`src/rtl/mem_access_pkg.sv`:
```
// Shared definitions for the MEM stage: control-bit indices common with decode/execute,
// the MEM-stage FSM encoding and the MEM/WB payload.
package mem_access_pkg;

  localparam int unsigned XLEN       = 32;
  localparam int unsigned REG_AW     = 5;
  localparam int unsigned MEM_CTRL_W = 4;
  localparam int unsigned WB_CTRL_W  = 2;

  localparam int unsigned MEM_READ_BIT     = 0;
  localparam int unsigned MEM_WRITE_BIT    = 1;
  localparam int unsigned BRANCH_BIT       = 2;
  localparam int unsigned BRANCH_SENSE_BIT = 3;

  localparam int unsigned WB_MEM_TO_REG_BIT = 0;
  localparam int unsigned WB_REG_WRITE_BIT  = 1;

  typedef enum logic [1:0] {
    ST_IDLE   = 2'd0,
    ST_WAIT   = 2'd1,
    ST_RESUME = 2'd2
  } state_t;

  typedef struct packed {
    logic [XLEN-1:0]      alu_out;
    logic [XLEN-1:0]      mem_out;
    logic [REG_AW-1:0]    write_reg;
    logic [WB_CTRL_W-1:0] wb_ctrl;
  } mem_wb_t;

  // Data memory is word addressed; byte offset is dropped.
  function automatic logic [XLEN-1:0] word_addr(input logic [XLEN-1:0] addr);
    return {addr[XLEN-1:2], 2'b00};
  endfunction

endpackage

```
`src/rtl/mem_access_branch_resolve.sv`:
```
// Resolves the branch in MEM against its prediction: flush, recovery PC and predictor training.
module branch_resolve
  import mem_access_pkg::*;
(
  input  logic [XLEN-1:0]       alu_out,
  input  logic [MEM_CTRL_W-1:0] mem_ctrl,
  input  logic                  prediction,
  input  logic [XLEN-1:0]       recover_taken,
  input  logic [XLEN-1:0]       recover_not_taken,
  output logic                  flush,
  output logic [XLEN-1:0]       pc_recover,
  output logic                  bp_update,
  output logic                  bp_taken
);

  logic taken;

  always_comb begin
    taken      = mem_ctrl[BRANCH_SENSE_BIT] ? (alu_out != '0) : (alu_out == '0);
    flush      = 1'b0;
    pc_recover = '0;
    bp_update  = 1'b0;
    bp_taken   = 1'b0;
    if (mem_ctrl[BRANCH_BIT]) begin
      bp_update  = 1'b1;
      bp_taken   = taken;
      flush      = (taken != prediction);
      pc_recover = taken ? recover_taken : recover_not_taken;
    end
  end

endmodule

```
`src/rtl/mem_access.sv`:
```
// MEM pipeline stage: data-memory req/ack access with stall and timeout, branch resolution,
// and the MEM/WB register.
module mem_access
  import mem_access_pkg::*;
#(
  parameter int unsigned TIMEOUT = 64
) (
  input  logic                  clk,
  input  logic                  reset,
  input  logic [XLEN-1:0]       ALU_OUT,
  input  logic [XLEN-1:0]       RT_DATA,
  input  logic [REG_AW-1:0]     WRITE_REG,
  input  logic [MEM_CTRL_W-1:0] MEM_CTRL,
  input  logic [WB_CTRL_W-1:0]  WB_CTRL,
  input  logic                  prediction,
  input  logic [XLEN-1:0]       RECOVER_TAKEN,
  input  logic [XLEN-1:0]       RECOVER_NOT_TAKEN,
  output logic                  DMEM_REQ,
  output logic                  DMEM_WE,
  output logic [XLEN-1:0]       DMEM_ADDR,
  output logic [XLEN-1:0]       DMEM_WDATA,
  input  logic [XLEN-1:0]       DMEM_RDATA,
  input  logic                  DMEM_ACK,
  output logic                  cache_stall,
  output logic                  flush,
  output logic [XLEN-1:0]       PC_RECOVER,
  output logic                  BP_UPDATE,
  output logic                  BP_TAKEN,
  output logic [XLEN-1:0]       MEM_FWD_DATA,
  output logic                  BUS_ERR,
  output logic [XLEN-1:0]       REG_ALU_OUT,
  output logic [XLEN-1:0]       REG_MEM_OUT,
  output logic [REG_AW-1:0]     REG_WRITE_REG,
  output logic [WB_CTRL_W-1:0]  REG_WB_CTRL
);

  localparam int unsigned CNT_W = $clog2(TIMEOUT);

  state_t           state, state_nxt;
  logic [CNT_W-1:0] cnt, cnt_nxt;
  logic [XLEN-1:0]  rbuf, rbuf_nxt;
  logic             bus_err, bus_err_nxt;
  mem_wb_t          mem_wb, mem_wb_nxt;

  logic             access;
  logic             is_store;
  logic             req_c;
  logic             stall_c;
  logic             load_wb;
  logic [XLEN-1:0]  wb_mem_out;
  logic [XLEN-1:0]  ack_data;

  assign access   = MEM_CTRL[MEM_READ_BIT] | MEM_CTRL[MEM_WRITE_BIT];
  assign is_store = MEM_CTRL[MEM_WRITE_BIT];
  // Stores return no data to write-back.
  assign ack_data = is_store ? '0 : DMEM_RDATA;

  always_ff @(posedge clk or negedge reset) begin
    if (!reset) begin
      state   <= ST_IDLE;
      cnt     <= '0;
      rbuf    <= '0;
      bus_err <= 1'b0;
      mem_wb  <= '0;
    end else begin
      state   <= state_nxt;
      cnt     <= cnt_nxt;
      rbuf    <= rbuf_nxt;
      bus_err <= bus_err_nxt;
      mem_wb  <= mem_wb_nxt;
    end
  end

  always_comb begin
    state_nxt   = state;
    cnt_nxt     = cnt;
    rbuf_nxt    = rbuf;
    bus_err_nxt = bus_err;
    req_c       = 1'b0;
    stall_c     = 1'b0;
    load_wb     = 1'b0;
    wb_mem_out  = '0;
    unique case (state)
      ST_IDLE: begin
        if (access) begin
          req_c   = 1'b1;
          stall_c = 1'b1;
          if (DMEM_ACK) begin
            rbuf_nxt  = ack_data;
            state_nxt = ST_RESUME;
          end else begin
            cnt_nxt   = '0;
            state_nxt = ST_WAIT;
          end
        end else begin
          load_wb = 1'b1;
        end
      end
      ST_WAIT: begin
        req_c   = 1'b1;
        stall_c = 1'b1;
        cnt_nxt = cnt + CNT_W'(1);
        if (DMEM_ACK) begin
          rbuf_nxt  = ack_data;
          state_nxt = ST_RESUME;
        end else if (cnt == CNT_W'(TIMEOUT - 1)) begin
          bus_err_nxt = 1'b1;
          rbuf_nxt    = '0;
          state_nxt   = ST_RESUME;
        end
      end
      ST_RESUME: begin
        load_wb    = 1'b1;
        wb_mem_out = rbuf;
        state_nxt  = ST_IDLE;
      end
      default: state_nxt = ST_IDLE;
    endcase

    mem_wb_nxt = mem_wb;
    if (load_wb) begin
      mem_wb_nxt.alu_out   = ALU_OUT;
      mem_wb_nxt.mem_out   = wb_mem_out;
      mem_wb_nxt.write_reg = WRITE_REG;
      mem_wb_nxt.wb_ctrl   = WB_CTRL;
    end
  end

  // Reset kills an in-flight request in the same cycle, even with EX/MEM still holding an access.
  assign DMEM_REQ     = req_c & reset;
  assign cache_stall  = stall_c & reset;
  assign DMEM_WE      = DMEM_REQ & is_store;
  assign DMEM_ADDR    = word_addr(ALU_OUT);
  assign DMEM_WDATA   = RT_DATA;
  assign MEM_FWD_DATA = ALU_OUT;

  assign BUS_ERR       = bus_err;
  assign REG_ALU_OUT   = mem_wb.alu_out;
  assign REG_MEM_OUT   = mem_wb.mem_out;
  assign REG_WRITE_REG = mem_wb.write_reg;
  assign REG_WB_CTRL   = mem_wb.wb_ctrl;

  branch_resolve u_branch_resolve (
    .alu_out           (ALU_OUT),
    .mem_ctrl          (MEM_CTRL),
    .prediction        (prediction),
    .recover_taken     (RECOVER_TAKEN),
    .recover_not_taken (RECOVER_NOT_TAKEN),
    .flush             (flush),
    .pc_recover        (PC_RECOVER),
    .bp_update         (BP_UPDATE),
    .bp_taken          (BP_TAKEN)
  );

endmodule

```
`config.mk`:
```
export PLATFORM = sky130hd
export DESIGN_NAME = mem_access
export DESIGN_NICKNAME = d
export VERILOG_FILES = /design/src/rtl/mem_access_pkg.sv /design/src/rtl/mem_access_branch_resolve.sv /design/src/rtl/mem_access.sv
export SDC_FILE = /design/constraint.sdc
export NUM_CORES = 1
export LEC_CHECK = 0
export BUFFER_PORTS_ARGS = -buffer_cell sky130_fd_sc_hd__buf_2
export CAP_MARGIN = 40
export CELL_PAD_IN_SITES_DETAIL_PLACEMENT = 0
export CELL_PAD_IN_SITES_GLOBAL_PLACEMENT = 1
export CORE_AREA = 2 2 146 148
export CTS_CLUSTER_SIZE = 10
export DETAILED_ROUTE_END_ITERATION = 6
export DIE_AREA = 0 0 148 150
export GPL_ROUTABILITY_DRIVEN = 0
export PLACE_DENSITY_LB_ADDON = 0.1
export SYNTH_ARGS = -nofsm -noshare
export SYNTH_HDL_FRONTEND = slang
export SYNTH_SLANG_ARGS = --single-unit
```
`constraint.sdc`:
```
create_clock -name clk -period 3.83 [get_ports clk]
set_input_delay 0.1915 -clock clk [delete_from_list [all_inputs] [get_ports clk]]
set_output_delay 0.1915 -clock clk [all_outputs]
set_load 0.01 [all_outputs]
```
==> results.sh, run 1 <==
export IMPL_powerDensity_nw_per_um2=439
export IMPL_root_buffer="clkbuf_16"
export IMPL_crit_top_cell="buf_2"
export IMPL_p_sw_frac=0.318
export IMPL_min_period_ns=2.33
export IMPL_ys_seq_area_frac=0.429
export IMPL_cts_clk_slew_worst_paths_ns=0.08
export IMPL_ys_warnings_count=0
export IMPL_p_leak_nw=3.78
export IMPL_clk_path_buf_depth=2
export IMPL_grt_start_max_net_pins=72
export IMPL_crit_chain="buf_2 > nor4_1 > nand4_1 > nor2_2 > buf_4 > a311o_1 > buf_2"
export IMPL_htree_levels=3
export IMPL_io_buffers=314
export IMPL_cap_viol_max_count=0
export IMPL_cts_made_buffers=9
export IMPL_period_share=0.608
export IMPL_synth_distinct_cells=41
export IMPL_grt_total_usage=0.178
export IMPL_wire_per_inst_um=17.7
export IMPL_critPathMaxStageDelay_ns=0.47
export IMPL_ys_top_cells_by_count="129 x nand2_1, 112 x dfrtp_1, 98 x buf_4"
export IMPL_crit_buf_inv=3
export IMPL_cts_setup_buffers=0
export IMPL_antenna_found_initial=3
export IMPL_clock_skew_ns=0.0165
export IMPL_start_kind="primary input"
export IMPL_nNetsFinal=1048
export IMPL_coreArea_sq_um=20700
export IMPL_die_area_sq_um=22200
export IMPL_finalSetupViolCount=0
export IMPL_crit_path_max_fanout=23
export IMPL_synthCells=690
export IMPL_vias_per_cell=5.06
export IMPL_tightest_slew_ns=0.703
export IMPL_synth_top_area_share=0.429
export IMPL_status="finished, final reports clean"
export IMPL_start_util=0.316
export IMPL_first_global_vias=5717
export IMPL_drt_iter0_markers=277
export IMPL_r2r_slack_ns=1.78
export IMPL_slew_viol_final=0
export IMPL_clock_latency_ns=0.36
export IMPL_grt_pass1_wl_um=31600
export IMPL_p_total_w=0.00350
export IMPL_cts_sinks=112
export IMPL_final_hold_viol_count=0
export IMPL_first_pass_iters=4
export IMPL_antenna_left=0
export IMPL_io_pins=381
export IMPL_syn_area_sq_um=6540
export IMPL_async_reset_ff_frac=1.00
export IMPL_vias=5841
export IMPL_syn2layout_area_growth_pct=21.9
export IMPL_critPathSlowestCell="nor2_2"
export IMPL_crit_required_ns=3.64
export IMPL_layout_drive_gt1_share=0.405
export IMPL_synth_edff_count=0
export IMPL_die_w_um=148
export IMPL_synth_area_leader_cell="dfrtp_1"
export IMPL_ys_flop_type="dfrtp_1"
export IMPL_fp_row_count=53
export IMPL_synthTopCellsByArea="dfrtp_1 43%, buf_4 11%, nand2_1 7.4%"
export IMPL_holdWs_ns=0.0486
export IMPL_hpwl_um=14800
export IMPL_grt_ovfl_total=0
export IMPL_dp_slack_ns=1.43
export IMPL_endpoint_kind="primary output"
export IMPL_syn_avg_cell_area_sq_um=9.48
export IMPL_drcViolationCount=0
export IMPL_peakVddDrop_uv=232
export IMPL_dieHeight_um=150
export IMPL_critPathTopFamily="simple AND/OR/NAND/NOR gates"
export IMPL_fin_setup_tns_ns=0
export IMPL_finish_utilization=0.385
export IMPL_arrival_ns=2.14
export IMPL_synth_most_common_cell="nand2_1"
export IMPL_hold_path_class="in -> reg"
export IMPL_pwr_share_comb=0.273
export IMPL_slew_headroom=0.532
export IMPL_rsz0062_at_grt="false"
export IMPL_max_freq_mhz=429
export IMPL_critPathKind="in -> out"
export IMPL_cts_tree="built"
export IMPL_setup_slack_ns=1.50
export IMPL_p_seq_frac=0.436
export IMPL_clock_power_share=0.290
export IMPL_power_switching_w=0.00111
export IMPL_p_int_w=0.00239
export IMPL_ys_seq_elements=112
export IMPL_totalWireLength_um=20500
[metrics by stage]
step,instance area (sq um),cells
6_report,7970,1155
5_1_grt,7970,1152
4_1_cts,7970,1152
3_5_place_dp,7640,1135
3_3_place_gp,7590,1133
2_1_floorplan,6540,691
[worst register-to-register path: stages, from the launching register on]
cell,delay [ns]
dfrtp_2,0.38
buf_4,0.57
nor2_1,0.15
a21oi_2,0.16
buf_4,0.35
nand2_1,0.15
o31ai_1,0.21
[routing by layer]
layer / part of all wire / track usage
met1: 0.42 / 0.222
met2: 0.48 / 0.300
met3: 0.075 / 0.0497
met4: 0.019 / 0.0533
met5: 0 / 0
[cell families (layout without fill, tap and decap cells)]
| family | after synthesis | after routing | synth area share |
|---|---|---|---|
| multiplexers | 40 | 40 | 0.0689 |
| adder cells (fa/ha/maj) | 1 | 1 | 0.00191 |
| XOR/XNOR | 1 | 1 | 0.00134 |
| flip-flops | 112 | 112 | 0.429 |
| AND/OR/NAND/NOR | 194 | 194 | 0.129 |
| other | 1 | 5 | 0.000573 |
| AO/OA/AOI/OAI | 180 | 180 | 0.218 |
| buffers and inverters | 161 | 347 | 0.153 |
[final timing paths]
kind                                       from                         end  cells after the start
hold / removal                       WB_CTRL[1]  REG_WB_CTRL[1]$_DFFE_PN0P_                      2
setup / recovery                    ALU_OUT[21]               PC_RECOVER[5]                      7
hold reg to reg             rbuf[5]$_DFFE_PN0P_  REG_MEM_OUT[5]$_DFFE_PN0P_                      1
setup reg to reg           state[1]$_DFFE_PN0P_        rbuf[24]$_DFFE_PN0P_                      6
max in group asynchronous                 reset        state[1]$_DFFE_PN0P_                      4
min in group asynchronous                 reset        rbuf[24]$_DFFE_PN0P_                      2
[power groups by stage]
| stage | combinational (W) | clock [W] | sequential (W) |
|---|---|---|---|
| 4_1_cts | 0.000976 | 0.00106 | 0.00153 |
| 6_report | 0.000958 | 0.00102 | 0.00153 |
| 3_3_place_gp | 0.000950 | 0 | 0.00155 |
| 3_5_place_dp | 0.000973 | 0 | 0.00155 |
| 5_1_grt | 0.00105 | 0.00110 | 0.00157 |
| 2_1_floorplan | 0.000503 | 0 | 0.00162 |
[cell type report]
| cell class | count | area, sq um |
|---|---|---|
| Fill cell | 2167 | 12700 |
| Sequential cell | 112 | 2800 |
| Multi-Input combinational cell | 418 | 2770 |
| Timing Repair Buffer | 328 | 1710 |
| Tap cell | 275 | 344 |
| Clock buffer | 11 | 253 |
| Clock inverter | 5 | 67.6 |
| Inverter | 3 | 11.3 |
| Antenna cell | 3 | 7.51 |
[repair_timing]
item / CTS / global route
endpoints found under the hold margin: 27 / 0
gates resized for setup: 0 / 0
hold buffers: 1 / 0
[cells in the final DEF, fill, tap and decap left out, types with 2 or more instances in the layout]
cell,netlist,routed
clkbuf_16,0,9
mux2_2,2,2
o31ai_1,34,34
nor2_1,6,5
dfrtp_1,112,111
or4_1,2,2
buf_2,21,313
nand3b_1,2,2
clkbuf_8,0,2
nor3_1,32,32
conb_1,1,2
o21bai_1,2,2
inv_6,0,3
o21ai_1,34,33
a2bb2oi_1,32,32
diode_2,0,3
buf_4,98,12
or3_1,2,2
nand4_1,2,2
nand3_1,3,3
a22o_1,34,34
nor4_1,9,9
a311o_1,32,32
mux2_1,38,38
nand2_1,129,129
inv_1,2,2
a21oi_1,4,3
[sequential cells by signal, indices dropped and copies added, names as in the netlist]
register / count
rbuf: 32
cnt: 6
BUS_ERR: 1
REG_WRITE_REG: 5
REG_MEM_OUT: 32
state: 2
REG_ALU_OUT: 32
REG_WB_CTRL: 2
No activity file was read; power rests on OpenSTA's default activity.
==> inputs of run 2 (changes only) <==
Settings changed: CORE_AREA 2 2 146 148 to not set, CORE_MARGIN set to 2, CORE_UTILIZATION set to 32, DIE_AREA 0 0 148 150 to not set.
Clock period 3.83 ns to 2.43 ns, I/O delays scaled along.
==> run 2 against run 1 <==
Effect of this change: total power is 53% higher; core utilization grew 2.5 points; combinational power up 62%; register-to-register slack worse by 1.3 ns; global-route usage up 0.84 points; non-clock buffer count is 32 higher; via count up 1.9%; sequential power rose by 58%.
==> results.sh, run 2 (synthesis results as in run 1) <==
export IMPL_status="finished, final reports clean"
export IMPL_clock_latency_ns=0.35
export IMPL_whs_path_depth=3
export IMPL_critPathKind="in -> out"
export IMPL_die_w_um=147
export IMPL_clock_skew_ns=0.0109
export IMPL_layout_drive_gt1_share=0.390
export IMPL_clk_path_buf_depth=2
export IMPL_power_switching_w=0.00173
export IMPL_totalWireLength_um=20700
export IMPL_vias=5950
export IMPL_slew_viol_final=0
export IMPL_p_sw_frac=0.323
export IMPL_max_freq_mhz=438
export IMPL_final_hold_viol_count=0
export IMPL_endpoint_kind="primary output"
export IMPL_syn2layout_area_growth_pct=26.4
export IMPL_nNetsFinal=1080
export IMPL_start_kind="primary input"
export IMPL_drcViolationCount=0
export IMPL_peakVddDrop_uv=355
export IMPL_grt_pass1_wl_um=32500
export IMPL_fp_row_count=52
export IMPL_cts_sinks=112
export IMPL_dieHeight_um=147
export IMPL_vias_per_cell=5.05
export IMPL_tightest_slew_ns=0.693
export IMPL_cts_tree="built"
export IMPL_period_share=0.940
export IMPL_cts_made_buffers=9
export IMPL_first_global_vias=5856
export IMPL_antenna_found_initial=3
export IMPL_slew_headroom=0.538
export IMPL_p_int_w=0.00362
export IMPL_io_buffers=314
export IMPL_finish_utilization=0.410
export IMPL_mostFrequentLayoutCells="313 x buf_2, 129 x nand2_1, 111 x dfrtp_1"
export IMPL_p_leak_nw=3.90
export IMPL_pwr_share_comb=0.290
export IMPL_start_util=0.324
export IMPL_r2r_worst_path_cells=6
export IMPL_crit_required_ns=2.31
export IMPL_post_cts_resized=0
export IMPL_htree_levels=3
export IMPL_cap_viol_max_count=0
export IMPL_grt_ovfl_total=0
export IMPL_hold_path_class="in -> reg"
export IMPL_finalSetupViolCount=0
export IMPL_wire_per_inst_um=17.6
export IMPL_fillers=2053
export IMPL_cts_clk_slew_worst_paths_ns=0.07
export IMPL_grt_start_max_net_pins=113
export IMPL_rsz0062_at_grt="false"
export IMPL_drt_iter0_markers=263
export IMPL_coreArea_sq_um=20200
export IMPL_cts_setup_buffers=0
export IMPL_arrival_ns=2.16
export IMPL_layout_commonest_cell="buf_2"
export IMPL_root_buffer="clkbuf_16"
export IMPL_antenna_left=0
export IMPL_clock_power_share=0.260
export IMPL_min_period_ns=2.28
export IMPL_hpwl_um=15100
export IMPL_powerDensity_nw_per_um2=647
export IMPL_die_area_sq_um=21600
export IMPL_fin_setup_tns_ns=0
export IMPL_crit_path_max_fanout=69
export IMPL_io_pins=381
export IMPL_first_pass_iters=7
export IMPL_p_seq_frac=0.450
export IMPL_grt_total_usage=0.186
-- run 2: worst paths after layout --
check	endpoint	slack [ns]	start
worst max-delay path	flush	0.15	ALU_OUT[21]
worst max register to register	rbuf[2]$_DFFE_PN0P_	0.51	cnt[0]$_DFFE_PN0P_
max in group asynchronous	REG_MEM_OUT[24]$_DFFE_PN0P_	1.55	reset
worst min-delay path	rbuf[4]$_DFFE_PN0P_	0.01	DMEM_RDATA[4]
min in group asynchronous	cnt[3]$_DFFE_PN0P_	0.41	reset
worst min register to register	REG_MEM_OUT[6]$_DFFE_PN0P_	0.49	rbuf[6]$_DFFE_PN0P_
-- run 2: repair_timing --
item                                    4_1_cts  5_1_grt
endpoints found under the setup margin        0        0
hold endpoints to repair                    143        0
hold buffers                                 32        0
-- run 2: per-layer routing --
metal / global-route usage / wire [um] / vias up
met5: 0 / 13 / -
met1: 0.226 / 8350 / 2832
met2: 0.327 / 10500 / 245
met3: 0.0466 / 1400 / 38
met4: 0.0572 / 491 / 2
li1: - / - / 2833
-- run 2: final cells by class --
class	instances	area [sq um]	area share
multi-input cells	418	2780	0.336
repair buffers	360	2060	0.249
clock inverters	5	45.0	0.00545
inverters	3	11.3	0.00136
diodes	1	2.50	0.000303
flip-flops and latches	112	2800	0.339
well taps	270	338	0.0409
clock buffers	9	225	0.0272
-- run 2: per-stage QoR --
stage / cell area (sq um) / power (W) / cells / hold WS [ns] / setup WS [ns]
after global placement: 7670 / 0.00396 / 1131 / 0.243 / 0.0991
final: 8270 / 0.00535 / 1178 / 0.0140 / 0.145
after floorplan: 6540 / 0.00334 / 691 / -0.174 / 0.759
after detailed placement: 7670 / 0.00399 / 1131 / 0.243 / 0.176
after CTS: 8270 / 0.00545 / 1177 / 0.000683 / 0.158
after global routing: 8270 / 0.00568 / 1178 / 0.00987 / 0.00714
-- run 2: power by group through the flow --
| stage | clock (W) | sequential (W) | combinational (W) |
|---|---|---|---|
| floorplan | 0 | 0.00255 | 0.000792 |
| global placement | 0 | 0.00243 | 0.00153 |
| detailed placement | 0 | 0.00245 | 0.00154 |
| CTS | 0.00146 | 0.00241 | 0.00158 |
| global route | 0.00153 | 0.00246 | 0.00170 |
| finish | 0.00139 | 0.00241 | 0.00155 |
-- run 2: worst max-delay path, stage by stage --
cell and delay [ns]:
buf_2 0.12, nor4_1 0.49, nand4_1 0.30, buf_12 0.27
nor2_2 0.19, buf_12 0.21, a311o_1 0.23, buf_2 0.15
==> inputs of run 3 (changes only) <==
--- a/config.mk
+++ b/config.mk
@@ -15,4 +15,5 @@
 export DETAILED_ROUTE_END_ITERATION = 6
 export GPL_ROUTABILITY_DRIVEN = 0
+export HOLD_SLACK_MARGIN = 0.1
 export PLACE_DENSITY_LB_ADDON = 0.1
 export SYNTH_ARGS = -nofsm -noshare
==> constraint.sdc (replaced) <==
create_clock -name clk -period 2.43 [get_ports clk]
set_input_delay 0.1215 -clock clk [delete_from_list [all_inputs] [get_ports clk]]
set_output_delay 0.1215 -clock clk [all_outputs]
set_load 0.1 [all_outputs]
==> run 3 against run 2 <==
Effect of this change: critical endpoint is now PC_RECOVER[0]; global-route usage is 0.62 points higher; critical path depth unchanged; fmax is 1.4% higher; largest power group is now combinational cells; sequential cell count stayed put; non-clock buffer count is 54 higher; clock skew is 0.0025 ns higher; highest routed layer is now met4.
==> results.sh, run 3 (synthesis results as in run 1) <==
export IMPL_grt_ovfl_total=0
export IMPL_r2r_worst_path_cells=6
export IMPL_met1_length_um=8960
export IMPL_mostFrequentLayoutCells="278 x buf_2, 129 x nand2_1, 111 x dfrtp_1"
export IMPL_cp_depth=8
export IMPL_cts_sinks=112
export IMPL_antenna_found_initial=1
export IMPL_slew_viol_final=0
export IMPL_wl_met2_um=11500
export IMPL_min_period_ns=2.25
export IMPL_p_leak_nw=4.33
export IMPL_power_switching_w=0.00429
export IMPL_start_kind="primary input"
export IMPL_endpoint_kind="primary output"
export IMPL_pwr_share_comb=0.520
export IMPL_peakVddDrop_uv=440
export IMPL_vias_per_cell=5.01
export IMPL_rsz0062_at_grt="false"
export IMPL_grt_start_max_net_pins=70
export IMPL_layout_drive_gt1_share=0.391
export IMPL_stdcell_area_sq_um=9450
export IMPL_powerDensity_nw_per_um2=866
export IMPL_clk_path_buf_depth=2
export IMPL_status="finished, final reports clean"
export IMPL_arrival_ns=2.13
export IMPL_hold_path_class="in -> reg"
export IMPL_tightest_slew_ns=0.679
export IMPL_crit_top_cell="buf_12"
export IMPL_crit_required_ns=2.31
export IMPL_htree_levels=3
export IMPL_nNetsFinal=1134
export IMPL_slew_headroom=0.543
export IMPL_syn2layout_area_growth_pct=44.5
export IMPL_p_sw_frac=0.525
export IMPL_cts_tree="built"
export IMPL_critPathSlowestCell="nor4_1"
export IMPL_critPathTopFamily="simple AND/OR/NAND/NOR gates"
export IMPL_first_global_vias=5943
export IMPL_p_seq_frac=0.295
export IMPL_die_area_sq_um=21600
export IMPL_totalWireLength_um=22400
export IMPL_drt_iter0_markers=278
export IMPL_antenna_left=0
export IMPL_grt_pass1_wl_um=33600
export IMPL_crit_path_max_fanout=69
export IMPL_fillers=1963
export IMPL_grt_total_usage=0.192
export IMPL_holdWs_ns=0.118
export IMPL_highest_layer="met4"
export IMPL_final_instance_count_excl_fill=1233
export IMPL_cts_made_buffers=9
export IMPL_coreArea_sq_um=20200
export IMPL_layout_commonest_cell="buf_2"
export IMPL_start_util=0.324
export IMPL_place_area_sq_um=8240
export IMPL_vias=6172
export IMPL_final_hold_viol_count=0
export IMPL_cts_clk_slew_worst_paths_ns=0.08
export IMPL_finalSetupViolCount=0
export IMPL_crit_chain="buf_2 > nor4_1 > nand4_1 > buf_12 > nor2_4 > buf_4 > a311o_1 > buf_12"
export IMPL_io_pins=381
export IMPL_first_pass_iters=5
export IMPL_wl_met3_um=1490
export IMPL_clock_power_share=0.184
export IMPL_wire_per_inst_um=18.2
export IMPL_die_w_um=147
export IMPL_io_buffers=314
export IMPL_fp_row_count=52
export IMPL_critPathMaxStageDelay_ns=0.41
export IMPL_period_share=0.927
export IMPL_place_inst=1134
export IMPL_fin_setup_tns_ns=0
export IMPL_p_total_w=0.00818
export IMPL_dieHeight_um=147
export IMPL_cap_viol_max_count=0
export IMPL_drcViolationCount=0
export IMPL_p_int_w=0.00389
export IMPL_crit_buf_inv=4
export IMPL_whs_path_depth=4
export IMPL_clock_skew_ns=0.0134
export IMPL_clock_latency_ns=0.35
export IMPL_root_buffer="clkbuf_16"
export IMPL_critPathKind="in -> out"
export IMPL_hpwl_um=15400
export IMPL_max_freq_mhz=444
run 3: cell count changes in the layout (fill, tap and decap cells not counted), sizes merged:
cell / change
clkbuf: +3
buf: +11
clkinv: +1
dlygate4sd3: +39
clkinvlp: -1
dlymetal6s4s: +1
bufinv: +1
run 3: worst paths after layout:
| path | startpoint | to | slack [ns] |
|---|---|---|---|
| setup reg to reg | cnt[0]$_DFFE_PN0P_ | rbuf[17]$_DFFE_PN0P_ | 0.64 |
| min in group asynchronous | reset | cnt[5]$_DFFE_PN0P_ | 0.20 |
| setup / recovery | ALU_OUT[21] | PC_RECOVER[0] | 0.18 |
| hold reg to reg | rbuf[28]$_DFFE_PN0P_ | REG_MEM_OUT[28]$_DFFE_PN0P_ | 0.49 |
| max in group asynchronous | reset | REG_ALU_OUT[11]$_DFFE_PN0P_ | 1.62 |
| hold / removal | DMEM_ACK | state[0]$_DFFE_PN0P_ | 0.12 |
run 3: power by group through the flow:
stage	Sequential (W)	Combinational (W)	Clock [W]
2_1_floorplan	0.00433	0.00168	0
3_3_place_gp	0.00244	0.00417	0
3_5_place_dp	0.00245	0.00419	0
4_1_cts	0.00242	0.00428	0.00155
5_1_grt	0.00247	0.00440	0.00164
6_report	0.00242	0.00425	0.00151
run 3: tightest hold or removal path, cell delays in order:
cell and delay, ns:
buf_2 0.11, nor2_1 0.08, nand2_1 0.07, o21bai_1 0.05
run 3: final cells by class:
| cell class | count | area (sq um) | area share |
|---|---|---|---|
| Antenna cell | 1 | 2.50 | 0.000265 |
| Clock buffer | 9 | 225 | 0.0238 |
| Clock inverter | 6 | 68.8 | 0.00728 |
| Inverter | 3 | 11.3 | 0.00119 |
| Multi-Input combinational cell | 418 | 2830 | 0.299 |
| Sequential cell | 112 | 2800 | 0.297 |
| Tap cell | 270 | 338 | 0.0358 |
| Timing Repair Buffer | 414 | 3170 | 0.336 |
run 3: what timing repair did:
action / CTS / global route
hold buffers: 72 / 0
buffers inserted: 0 / 7
endpoints found under the setup margin: 0 / 31
gates resized for setup: 0 / 9
hold endpoints to repair: 183 / 0
run 3: per-layer routing:
layer	GRT usage	vias up
li1	-	2938
met1	0.232	2959
met2	0.345	242
met3	0.0444	33
met4	0.0548	0
met5	0	-
run 3: per-stage QoR:
step / setup slack [ns] / util
after global routing: 0.106 / 0.468
after detailed placement: 0.186 / 0.409
after CTS: 0.0384 / 0.459
after floorplan: -0.171 / -
after global placement: 0.151 / 0.407
final: 0.177 / 0.468
